==> src/rtl/sm3_adder_pipe.sv <==
// sm3_adder_pipe: two-stage masked multi-operand adder mod 2^WIDTH with valid/ready and tag sideband.
// Define SM3_ADDER_ROTL_EN to add the in_rot port and a left rotate on the registered sum.
module sm3_adder_pipe #(
    parameter int WIDTH   = 32,
    parameter int NUM_OPS = 4,
    parameter int TAG_W   = 4
) (
    input  logic                       clk,
    input  logic                       rst_n,
    input  logic                       in_valid,
    output logic                       in_ready,
    input  logic [NUM_OPS*WIDTH-1:0]   in_ops,
    input  logic [NUM_OPS-1:0]         in_mask,
    input  logic [TAG_W-1:0]           in_tag,
`ifdef SM3_ADDER_ROTL_EN
    input  logic [5:0]                 in_rot,
`endif
    output logic                       out_valid,
    input  logic                       out_ready,
    output logic [WIDTH-1:0]           out_sum,
    output logic [TAG_W-1:0]           out_tag
);
    logic               en1, en2;
    logic               s1_valid, s2_valid;
    logic [WIDTH-1:0]   s1_s, s1_c, s2_sum;
    logic [TAG_W-1:0]   s1_tag, s2_tag;
    logic [WIDTH-1:0]   cs_s, cs_c, op, t, cpa, s2_d;

    assign en2       = !s2_valid || out_ready;
    assign en1       = !s1_valid || en2;
    assign in_ready  = en1;
    assign out_valid = s2_valid;
    assign out_sum   = s2_sum;
    assign out_tag   = s2_tag;

    // 3:2 compressors fold each masked slot into the running sum/carry pair; top carries drop out
    always_comb begin
        cs_s = '0;
        cs_c = '0;
        op   = '0;
        t    = '0;
        for (int i = 0; i < NUM_OPS; i++) begin
            op   = in_mask[i] ? in_ops[i*WIDTH +: WIDTH] : '0;
            t    = cs_s ^ cs_c ^ op;
            cs_c = ((cs_s & cs_c) | (cs_s & op) | (cs_c & op)) << 1;
            cs_s = t;
        end
    end

    assign cpa = s1_s + s1_c;

`ifdef SM3_ADDER_ROTL_EN
    logic [5:0] s1_rot;
    logic [6:0] ramt;
    assign ramt = {1'b0, s1_rot} % 7'(WIDTH);
    assign s2_d = (cpa << ramt) | (cpa >> (7'(WIDTH) - ramt));
    always_ff @(posedge clk or negedge rst_n)
        if (!rst_n)
            s1_rot <= '0;
        else if (en1 && in_valid)
            s1_rot <= in_rot;
`else
    assign s2_d = cpa;
`endif

    always_ff @(posedge clk or negedge rst_n) begin
        if (!rst_n) begin
            s1_valid <= 1'b0;
            s1_s     <= '0;
            s1_c     <= '0;
            s1_tag   <= '0;
            s2_valid <= 1'b0;
            s2_sum   <= '0;
            s2_tag   <= '0;
        end else begin
            if (en1)
                s1_valid <= in_valid;
            if (en1 && in_valid) begin
                s1_s   <= cs_s;
                s1_c   <= cs_c;
                s1_tag <= in_tag;
            end
            if (en2)
                s2_valid <= s1_valid;
            if (en2 && s1_valid) begin
                s2_sum <= s2_d;
                s2_tag <= s1_tag;
            end
        end
    end
endmodule

==> config.mk <==
export PLATFORM = sky130hd
export DESIGN_NAME = sm3_adder_pipe
export DESIGN_NICKNAME = d
export VERILOG_FILES = /design/src/rtl/sm3_adder_pipe.sv
export SDC_FILE = /design/constraint.sdc
export NUM_CORES = 1
export LEC_CHECK = 0
export CORE_ASPECT_RATIO = 1.1
export CORE_UTILIZATION = 50
export DETAILED_ROUTE_END_ITERATION = 8
export PLACE_DENSITY = 0.79
export SKIP_LAST_GASP = 1
export SYNTH_ARGS = -nofsm -noshare
export SYNTH_HDL_FRONTEND = slang
export SYNTH_SLANG_ARGS = --single-unit
export TNS_END_PERCENT = 100
==> constraint.sdc <==
create_clock -name clk -period 3.15 [get_ports clk]
set_input_delay 0.63 -clock clk [delete_from_list [all_inputs] [get_ports clk]]
set_output_delay 0.63 -clock clk [all_outputs]
set_load 0.02 [all_outputs]
==> results of run 1 <==
## area by class of cell
class	instances	area, um^2
fillers	1295	5368
multi-input cells	611	5240
flip-flops and latches	105	2628
repair buffers	185	1892
well taps	200	250.2
clock buffers	10	239.0
clock inverters	6	73.82
inverters	12	45.04
## power breakdown
part	internal, mW	switching, mW	total (mW)
Combinational	1.49	1.73	3.22
Sequential	1.78	0.252	2.03
Clock	0.648	0.531	1.18
## per-stage QoR
step / setup WS, ns / util [%] / instance area, um^2 / instances
final: 0.4517 / 65.89 / 10370 / 1129
after global routing: 0.3832 / 65.89 / 10370 / 1129
after CTS: 0.4490 / 65.89 / 10370 / 1129
after detailed placement: 0.07994 / 63.90 / 10050 / 1113
after global placement: 0.1285 / 63.90 / 10050 / 1113
after floorplan: 0.6430 / - / 8048 / 763
## how the worst max path moves through the flow
stage	start	end	slack [ns]	cells past startpoint
2_1_floorplan	in_mask[1]	s1_s[30]$_DFFE_PN0P_	0.64	8
3_3_place_gp	in_mask[1]	s1_s[30]$_DFFE_PN0P_	0.13	9
3_5_place_dp	in_mask[0]	s1_s[30]$_DFFE_PN0P_	0.08	9
4_1_cts	in_mask[0]	s1_s[1]$_DFFE_PN0P_	0.45	7
5_1_grt	in_mask[1]	s1_s[30]$_DFFE_PN0P_	0.38	9
6_report	in_mask[0]	s1_s[1]$_DFFE_PN0P_	0.45	7
## critical path, stage by stage
cell	delay (ns)
clkdlybuf4s50_1	0.50
buf_12	0.19
and2_1	0.15
ha_1	0.23
fa_1	0.48
fa_1	0.49
mux2_2	0.27
## logic make-up (layout without fill, tap and decap cells)
| group | Yosys count | after routing | synth area share, % |
|---|---|---|---|
| XOR/XNOR | 30 | 30 | 3.265 |
| AND/OR/NAND/NOR | 268 | 268 | 18.05 |
| adder cells (fa/ha/maj) | 124 | 124 | 24.97 |
| buffers and inverters | 47 | 213 | 2.301 |
| flip-flops | 105 | 105 | 32.65 |
| multiplexers | 67 | 67 | 9.359 |
| AO/OA/AOI/OAI | 122 | 122 | 9.406 |
## routing by layer
layer  share of wire [%]  GRT usage [%]  vias to the layer above  wire, um
met5                   0              0                        -         0
met4                 2.1          9.146                        0       393
met3                 4.4          3.590                       24       817
met2                  51          41.89                      149      9512
met1                  43          30.74                     3005      8000
li1                    -              -                     2939         -
## synthesized netlist by cell type (7+ instances only)
library cell	count
xnor2_1	13
xor2_1	17
nand2_1	77
nand4_1	8
mux2_2	66
a21o_1	7
o21ai_0	41
nand3_1	11
nor2_1	16
a31oi_1	7
a21oi_1	30
fa_1	61
clkbuf_1	23
o21ai_1	9
and2_1	127
dfrtp_1	105
ha_1	63
inv_1	12
## flip-flops by register name (all words and copies together), names as in the netlist
| signal | cells |
|---|---|
| out_sum | 32 |
| s1_s | 32 |
| s1_c | 31 |
| out_tag | 4 |
| s1_tag | 4 |
| out_valid | 1 |
| s1_valid | 1 |
==> flow_metrics.env, run 1 <==
export IMPL_status="completed"
export IMPL_firstDrtPassIters=4
export IMPL_wire_per_inst_um=16.59
export IMPL_track_usage_pct=24.33
export IMPL_nets=1188
export IMPL_clock_sinks=105
export IMPL_routabilityCongestion=0.8875
export IMPL_grt_pass1_wl_um=31060
export IMPL_rsz0062_at_grt="no"
export IMPL_synthCells=763
export IMPL_antennaDiodeCount=0
export IMPL_powerDensity_nw_per_um2=620.4
export IMPL_ir_drop_mv=0.3351
export IMPL_fmax_ghz=0.3706
export IMPL_finalSetupViolCount=0
export IMPL_overflow=0
export IMPL_cts_resized=0
export IMPL_drive_gt1_share_pct=11.19
export IMPL_ys_seq_area_share_pct=32.65
export IMPL_rows=48
export IMPL_synthTopCellsByArea="dfrtp_1, fa_1, and2_1, ha_1, mux2_2"
export IMPL_clk_pin_slew_worst_paths_ns=0.08
export IMPL_synth_seq_cells=105
export IMPL_maxSlewViolCount=0
export IMPL_crit_type="primary input to flop"
export IMPL_r2r_slack_ns=0.52
export IMPL_slew_headroom_pct=55.04
export IMPL_endpoint_kind="flop"
export IMPL_r2r_start="s1_s[1]$_DFFE_PN0P_"
export IMPL_vias_per_cell=5.418
export IMPL_grt_max_degree=69
export IMPL_cts_root_buf="clkbuf_16"
export IMPL_clockBufferDepth=2
export IMPL_rr_worst_depth=9
export IMPL_portBuffers=177
export IMPL_synth_edff_count=0
export IMPL_layout_common_cells="clkdlybuf4s50_1, and2_1, dfrtp_1"
export IMPL_initialDrtViolationCount=341
export IMPL_drt_total_wl_um=18730
export IMPL_area_delta_synth_final_pct=28.82
export IMPL_drc=0
export IMPL_fp_dieW_um=123.0
export IMPL_cp_required_ns=3.40
export IMPL_synth_ff_type="dfrtp_1"
export IMPL_yosysWarnings=0
export IMPL_synthDistinctLibCells=50
export IMPL_drtAntennaViolNets=0
export IMPL_start_util_pct=51.15
export IMPL_path_max_fanout=32
export IMPL_coreArea_um2=15740
export IMPL_fin_crit_ns=2.698
export IMPL_vias=6117
export IMPL_skew_ns=0.01193
export IMPL_worstMarginPinSlew_ns=0.6743
export IMPL_startpoint_type="primary input"
export IMPL_ys_async_sr_fraction_pct=100.0
export IMPL_final_hold_viol_count=0
export IMPL_yosysTopAreaCellShare_pct=32.65
export IMPL_crit_arrival_ns=2.95
export IMPL_die_height_um=135.1
export IMPL_period_share_pct=85.66
export IMPL_total_power_mw=6.432
export IMPL_postCtsSetupBuffers=0
export IMPL_cts_made_buffers=9
export IMPL_power_leakage_nw=4.666
export IMPL_tns_ns=0
export IMPL_timing_rr_end="out_sum[23]$_DFFE_PN0P_"
export IMPL_antenna_found_initial=0
export IMPL_cts_tree="yes"
export IMPL_holdWs_ns=0.3032
export IMPL_hold_buffers=0
export IMPL_yosysTopAreaCell="dfrtp_1"
export IMPL_dieArea_um2=16610
export IMPL_clk_latency_ns=0.36
export IMPL_grt_pass1_vias=6532
export IMPL_ioPinCount=178
export IMPL_syn_area_um2=8048
export IMPL_cts_max_level=3
export IMPL_syn_area_per_cell_um2=10.55
export IMPL_hold_class="primary input to async pin"
export IMPL_final_common_cell="clkdlybuf4s50_1"
export IMPL_synth_nets=1027
export IMPL_cap_violations=0
export IMPL_hpwlAfterDp_um=14540
No activity file was read; power rests on OpenSTA's default activity.
==> run 2: changes to the inputs <==
- CORE_ASPECT_RATIO: 1.1 -> 0.8
==> flow_metrics.env, run 2 (same netlist as run 1, synthesis figures left out) <==
export IMPL_clk_latency_ns=0.35
export IMPL_nets=1189
export IMPL_initialDrtViolationCount=320
export IMPL_slew_headroom_pct=55.05
export IMPL_clock_sinks=105
export IMPL_portBuffers=177
export IMPL_fin_crit_ns=2.717
export IMPL_antenna_found_initial=0
export IMPL_start_util_pct=51.10
export IMPL_hold_class="primary input to async pin"
export IMPL_rsz0062_at_grt="no"
export IMPL_period_share_pct=86.26
export IMPL_maxSlewViolCount=0
export IMPL_postCtsSetupBuffers=0
export IMPL_track_usage_pct=23.62
export IMPL_fin_util_pct=65.58
export IMPL_worstMarginPinSlew_ns=0.6742
export IMPL_grt_max_degree=69
export IMPL_finalSetupViolCount=0
export IMPL_overflow=0
export IMPL_clk_pin_slew_worst_paths_ns=0.07
export IMPL_tns_ns=0
export IMPL_firstDrtPassIters=5
export IMPL_powerDensity_nw_per_um2=608.8
export IMPL_fp_dieW_um=143.8
export IMPL_status="completed"
export IMPL_cts_resized=0
export IMPL_fillCellCount=1291
export IMPL_skew_ns=0.007725
export IMPL_hold_buffers=0
export IMPL_final_hold_viol_count=0
export IMPL_cts_tree="yes"
export IMPL_coreArea_um2=15750
export IMPL_antennaDiodeCount=0
export IMPL_area_delta_synth_final_pct=28.33
export IMPL_ioPinCount=178
export IMPL_drt_total_wl_um=18300
export IMPL_grt_pass1_vias=6112
export IMPL_wire_per_inst_um=15.98
export IMPL_startpoint_type="primary input"
export IMPL_hpwlAfterDp_um=14300
export IMPL_holdWs_ns=0.3014
export IMPL_drive_gt1_share_pct=11.18
export IMPL_layout_common_cells="clkdlybuf4s50_1, and2_1, dfrtp_1"
export IMPL_cts_max_level=3
export IMPL_routabilityCongestion=0.8767
export IMPL_die_height_um=115.5
export IMPL_cts_made_buffers=9
export IMPL_fin_cells=1145
export IMPL_clockBufferDepth=2
export IMPL_crit_arrival_ns=2.95
export IMPL_drc=0
export IMPL_drtAntennaViolNets=0
export IMPL_ir_drop_mv=0.3323
export IMPL_endpoint_kind="flop"
export IMPL_vias=6099
export IMPL_fmax_ghz=0.3680
export IMPL_power_leakage_nw=4.637
export IMPL_fin_ws_ns=0.4328
export IMPL_path_max_fanout=17
export IMPL_final_common_cell="clkdlybuf4s50_1"
export IMPL_rows=41
export IMPL_cts_root_buf="clkbuf_16"
export IMPL_grt_pass1_wl_um=30390
export IMPL_cap_violations=0
export IMPL_crit_type="primary input to flop"
export IMPL_dp_cells=1129
export IMPL_vias_per_cell=5.327
export IMPL_cp_required_ns=3.38
export IMPL_dp_slack_ns=0.07340
export IMPL_dieArea_um2=16610
-- run 2: report_power, final --
group	internal [mW]	switching [mW]	leakage (nW)
registers	1.78	0.253	1.30
logic	1.49	1.72	3.21
clock network	0.538	0.506	0.129
total	3.81	2.48	4.64
-- run 2: worst paths after layout --
kind                                       start                      end  slack [ns]  cells past startpoint
min reg2reg                s1_tag[3]$_DFFE_PN0P_   out_tag[3]$_DFFE_PN0P_        0.46                      2
min                                        rst_n   out_sum[7]$_DFFE_PN0P_        0.30                      1
max in group asynchronous                  rst_n     s1_c[29]$_DFFE_PN0P_        2.12                      2
max                                   in_mask[0]     s1_s[14]$_DFFE_PN0P_        0.43                      7
max reg2reg                  s1_s[1]$_DFFE_PN0P_  out_sum[29]$_DFFE_PN0P_        0.49                      9
min in group clk           s1_tag[3]$_DFFE_PN0P_   out_tag[3]$_DFFE_PN0P_        0.46                      2
-- run 2: final cells by class --
class	count	area (um^2)	area share, %
Multi-Input combinational cell	611	5240	50.74
Sequential cell	105	2628	25.44
Timing Repair Buffer	186	1874	18.15
Tap cell	215	269.0	2.605
Clock buffer	10	229.0	2.217
Inverter	12	45.04	0.4362
Clock inverter	6	42.54	0.4119
-- run 2: metal layers --
metal  wire length (um)  track usage [%]  up-vias
met5                  0                0        -
met4                162            4.397        0
li1                   -                -     2945
met2               8574            38.97      178
met1               8630            33.03     2959
met3                929            4.174       17
-- run 2: per-stage QoR --
| stage | area, um^2 | total power [mW] |
|---|---|---|
| 2_1_floorplan | 8048 | 4.073 |
| 3_5_place_dp | 10060 | 5.250 |
| 3_3_place_gp | 10060 | 5.161 |
| 4_1_cts | 10330 | 6.320 |
| 6_report | 10330 | 6.287 |
| 5_1_grt | 10330 | 6.747 |
-- run 2: critical path: stages --
cell	delay, ns
clkdlybuf4s50_1	0.47
buf_4	0.21
and2_1	0.16
ha_1	0.24
fa_1	0.53
fa_1	0.43
mux2_2	0.27
==> run 3: changes to the inputs <==
- CORE_MARGIN: default -> 2
==> flow_metrics.env, run 3 (same netlist as run 1, synthesis figures left out) <==
export IMPL_status="completed"
export IMPL_cts_root_buf="clkbuf_16"
export IMPL_holdWs_ns=0.4031
export IMPL_dp_slack_ns=0.07019
export IMPL_routabilityCongestion=0.8788
export IMPL_worstMarginPinSlew_ns=0.9072
export IMPL_initialDrtViolationCount=316
export IMPL_multi_input_area_um2=5240
export IMPL_finalSetupViolCount=0
export IMPL_skew_ns=0.009749
export IMPL_cts_made_buffers=9
export IMPL_crit_type="primary input to flop"
export IMPL_slew_headroom_pct=39.52
export IMPL_cts_max_level=3
export IMPL_busiest_layer="met2"
export IMPL_use_met2_pct=37.44
export IMPL_antennaDiodeCount=0
export IMPL_drc=0
export IMPL_nets=1188
export IMPL_drtAntennaViolNets=0
export IMPL_cts_resized=0
export IMPL_grt_pass1_wl_um=32290
export IMPL_fillCellCount=1305
export IMPL_hold_class="primary input to async pin"
export IMPL_startpoint_type="primary input"
export IMPL_grtUsageMet3_pct=4.922
export IMPL_fmax_ghz=0.3716
export IMPL_hpwlAfterDp_um=14120
export IMPL_wire_per_inst_um=16.39
export IMPL_fin_ws_ns=0.4591
export IMPL_area_delta_synth_final_pct=28.59
export IMPL_clk_latency_ns=0.36
export IMPL_rsz0062_at_grt="no"
export IMPL_clock_sinks=105
export IMPL_endpoint_kind="flop"
export IMPL_drive_gt1_share_pct=11.19
export IMPL_layout_common_cells="clkdlybuf4s50_1, and2_1, dfrtp_1"
export IMPL_powerDensity_nw_per_um2=613.7
export IMPL_final_common_cell="clkdlybuf4s50_1"
export IMPL_grt_pass1_vias=6447
export IMPL_vias=6071
export IMPL_antenna_found_initial=0
export IMPL_vias_per_cell=5.307
export IMPL_ioPinCount=178
export IMPL_firstDrtPassIters=5
export IMPL_dieArea_um2=17130
export IMPL_die_height_um=117.5
export IMPL_maxSlewViolCount=0
export IMPL_fin_crit_ns=2.691
export IMPL_tns_ns=0
export IMPL_overflow=0
export IMPL_track_usage_pct=23.25
export IMPL_final_hold_viol_count=0
export IMPL_seq_area_um2=2628
export IMPL_cap_violations=0
export IMPL_fp_dieW_um=145.8
export IMPL_hold_buffers=0
export IMPL_drt_total_wl_um=18750
export IMPL_coreArea_um2=15750
export IMPL_postCtsSetupBuffers=0
export IMPL_start_util_pct=51.10
export IMPL_portBuffers=177
export IMPL_clockBufferDepth=2
export IMPL_crit_arrival_ns=2.94
export IMPL_met1_usage_pct=32.99
export IMPL_cp_required_ns=3.40
export IMPL_power_leakage_nw=4.652
export IMPL_grt_max_degree=70
export IMPL_period_share_pct=85.42
export IMPL_placedInstanceArea_um2=10060
export IMPL_path_max_fanout=32
export IMPL_postLayoutCellArea_um2=10350
export IMPL_cts_tree="yes"
export IMPL_total_power_mw=6.351
export IMPL_ir_drop_mv=0.3261
export IMPL_rows=41
export IMPL_clk_pin_slew_worst_paths_ns=0.08
[run 3: metal layers]
metal / vias to the layer above / part of all wire [%]
met5: - / 0
li1: 2943 / -
met4: 0 / 0.78
met3: 15 / 5.1
met1: 2957 / 47
met2: 156 / 47
[run 3: cell type report]
type,instances,share of cell area [%]
Clock buffer,10,2.309
Clock inverter,6,0.4715
Inverter,12,0.4353
Multi-Input combinational cell,611,50.63
Sequential cell,105,25.39
Tap cell,215,2.599
Timing Repair Buffer,185,18.16
[run 3: final timing paths]
path | start | to | slack (ns) | cells past startpoint
max | in_mask[1] | s1_s[30]$_DFFE_PN0P_ | 0.46 | 9
min | rst_n | s1_s[8]$_DFFE_PN0P_ | 0.40 | 1
max reg2reg | s1_s[1]$_DFFE_PN0P_ | out_sum[29]$_DFFE_PN0P_ | 0.49 | 9
min reg2reg | s1_tag[1]$_DFFE_PN0P_ | out_tag[1]$_DFFE_PN0P_ | 0.48 | 2
max in group asynchronous | rst_n | out_sum[2]$_DFFE_PN0P_ | 1.92 | 2
min in group clk | s1_tag[1]$_DFFE_PN0P_ | out_tag[1]$_DFFE_PN0P_ | 0.48 | 2
[run 3: per-stage QoR]
stage                     util (%)  instances
after floorplan                  -        763
after global placement       63.88       1128
after detailed placement     63.88       1128
after CTS                    65.71       1144
after global routing         65.71       1144
final                        65.71       1144
[run 3: worst max-delay path: stages]
cell,delay [ns]
clkdlybuf4s50_1,0.44
buf_12,0.18
and2_1,0.15
ha_1,0.29
inv_1,0.05
fa_1,0.47
inv_1,0.05
fa_1,0.42
mux2_2,0.26
[run 3: report_power, final]
| part | switching [mW] | internal (mW) | leakage (nW) |
|---|---|---|---|
| Clock | 0.547 | 0.569 | 0.144 |
| Sequential | 0.256 | 1.78 | 1.30 |
| Combinational | 1.71 | 1.49 | 3.21 |
| Total | 2.52 | 3.83 | 4.65 |
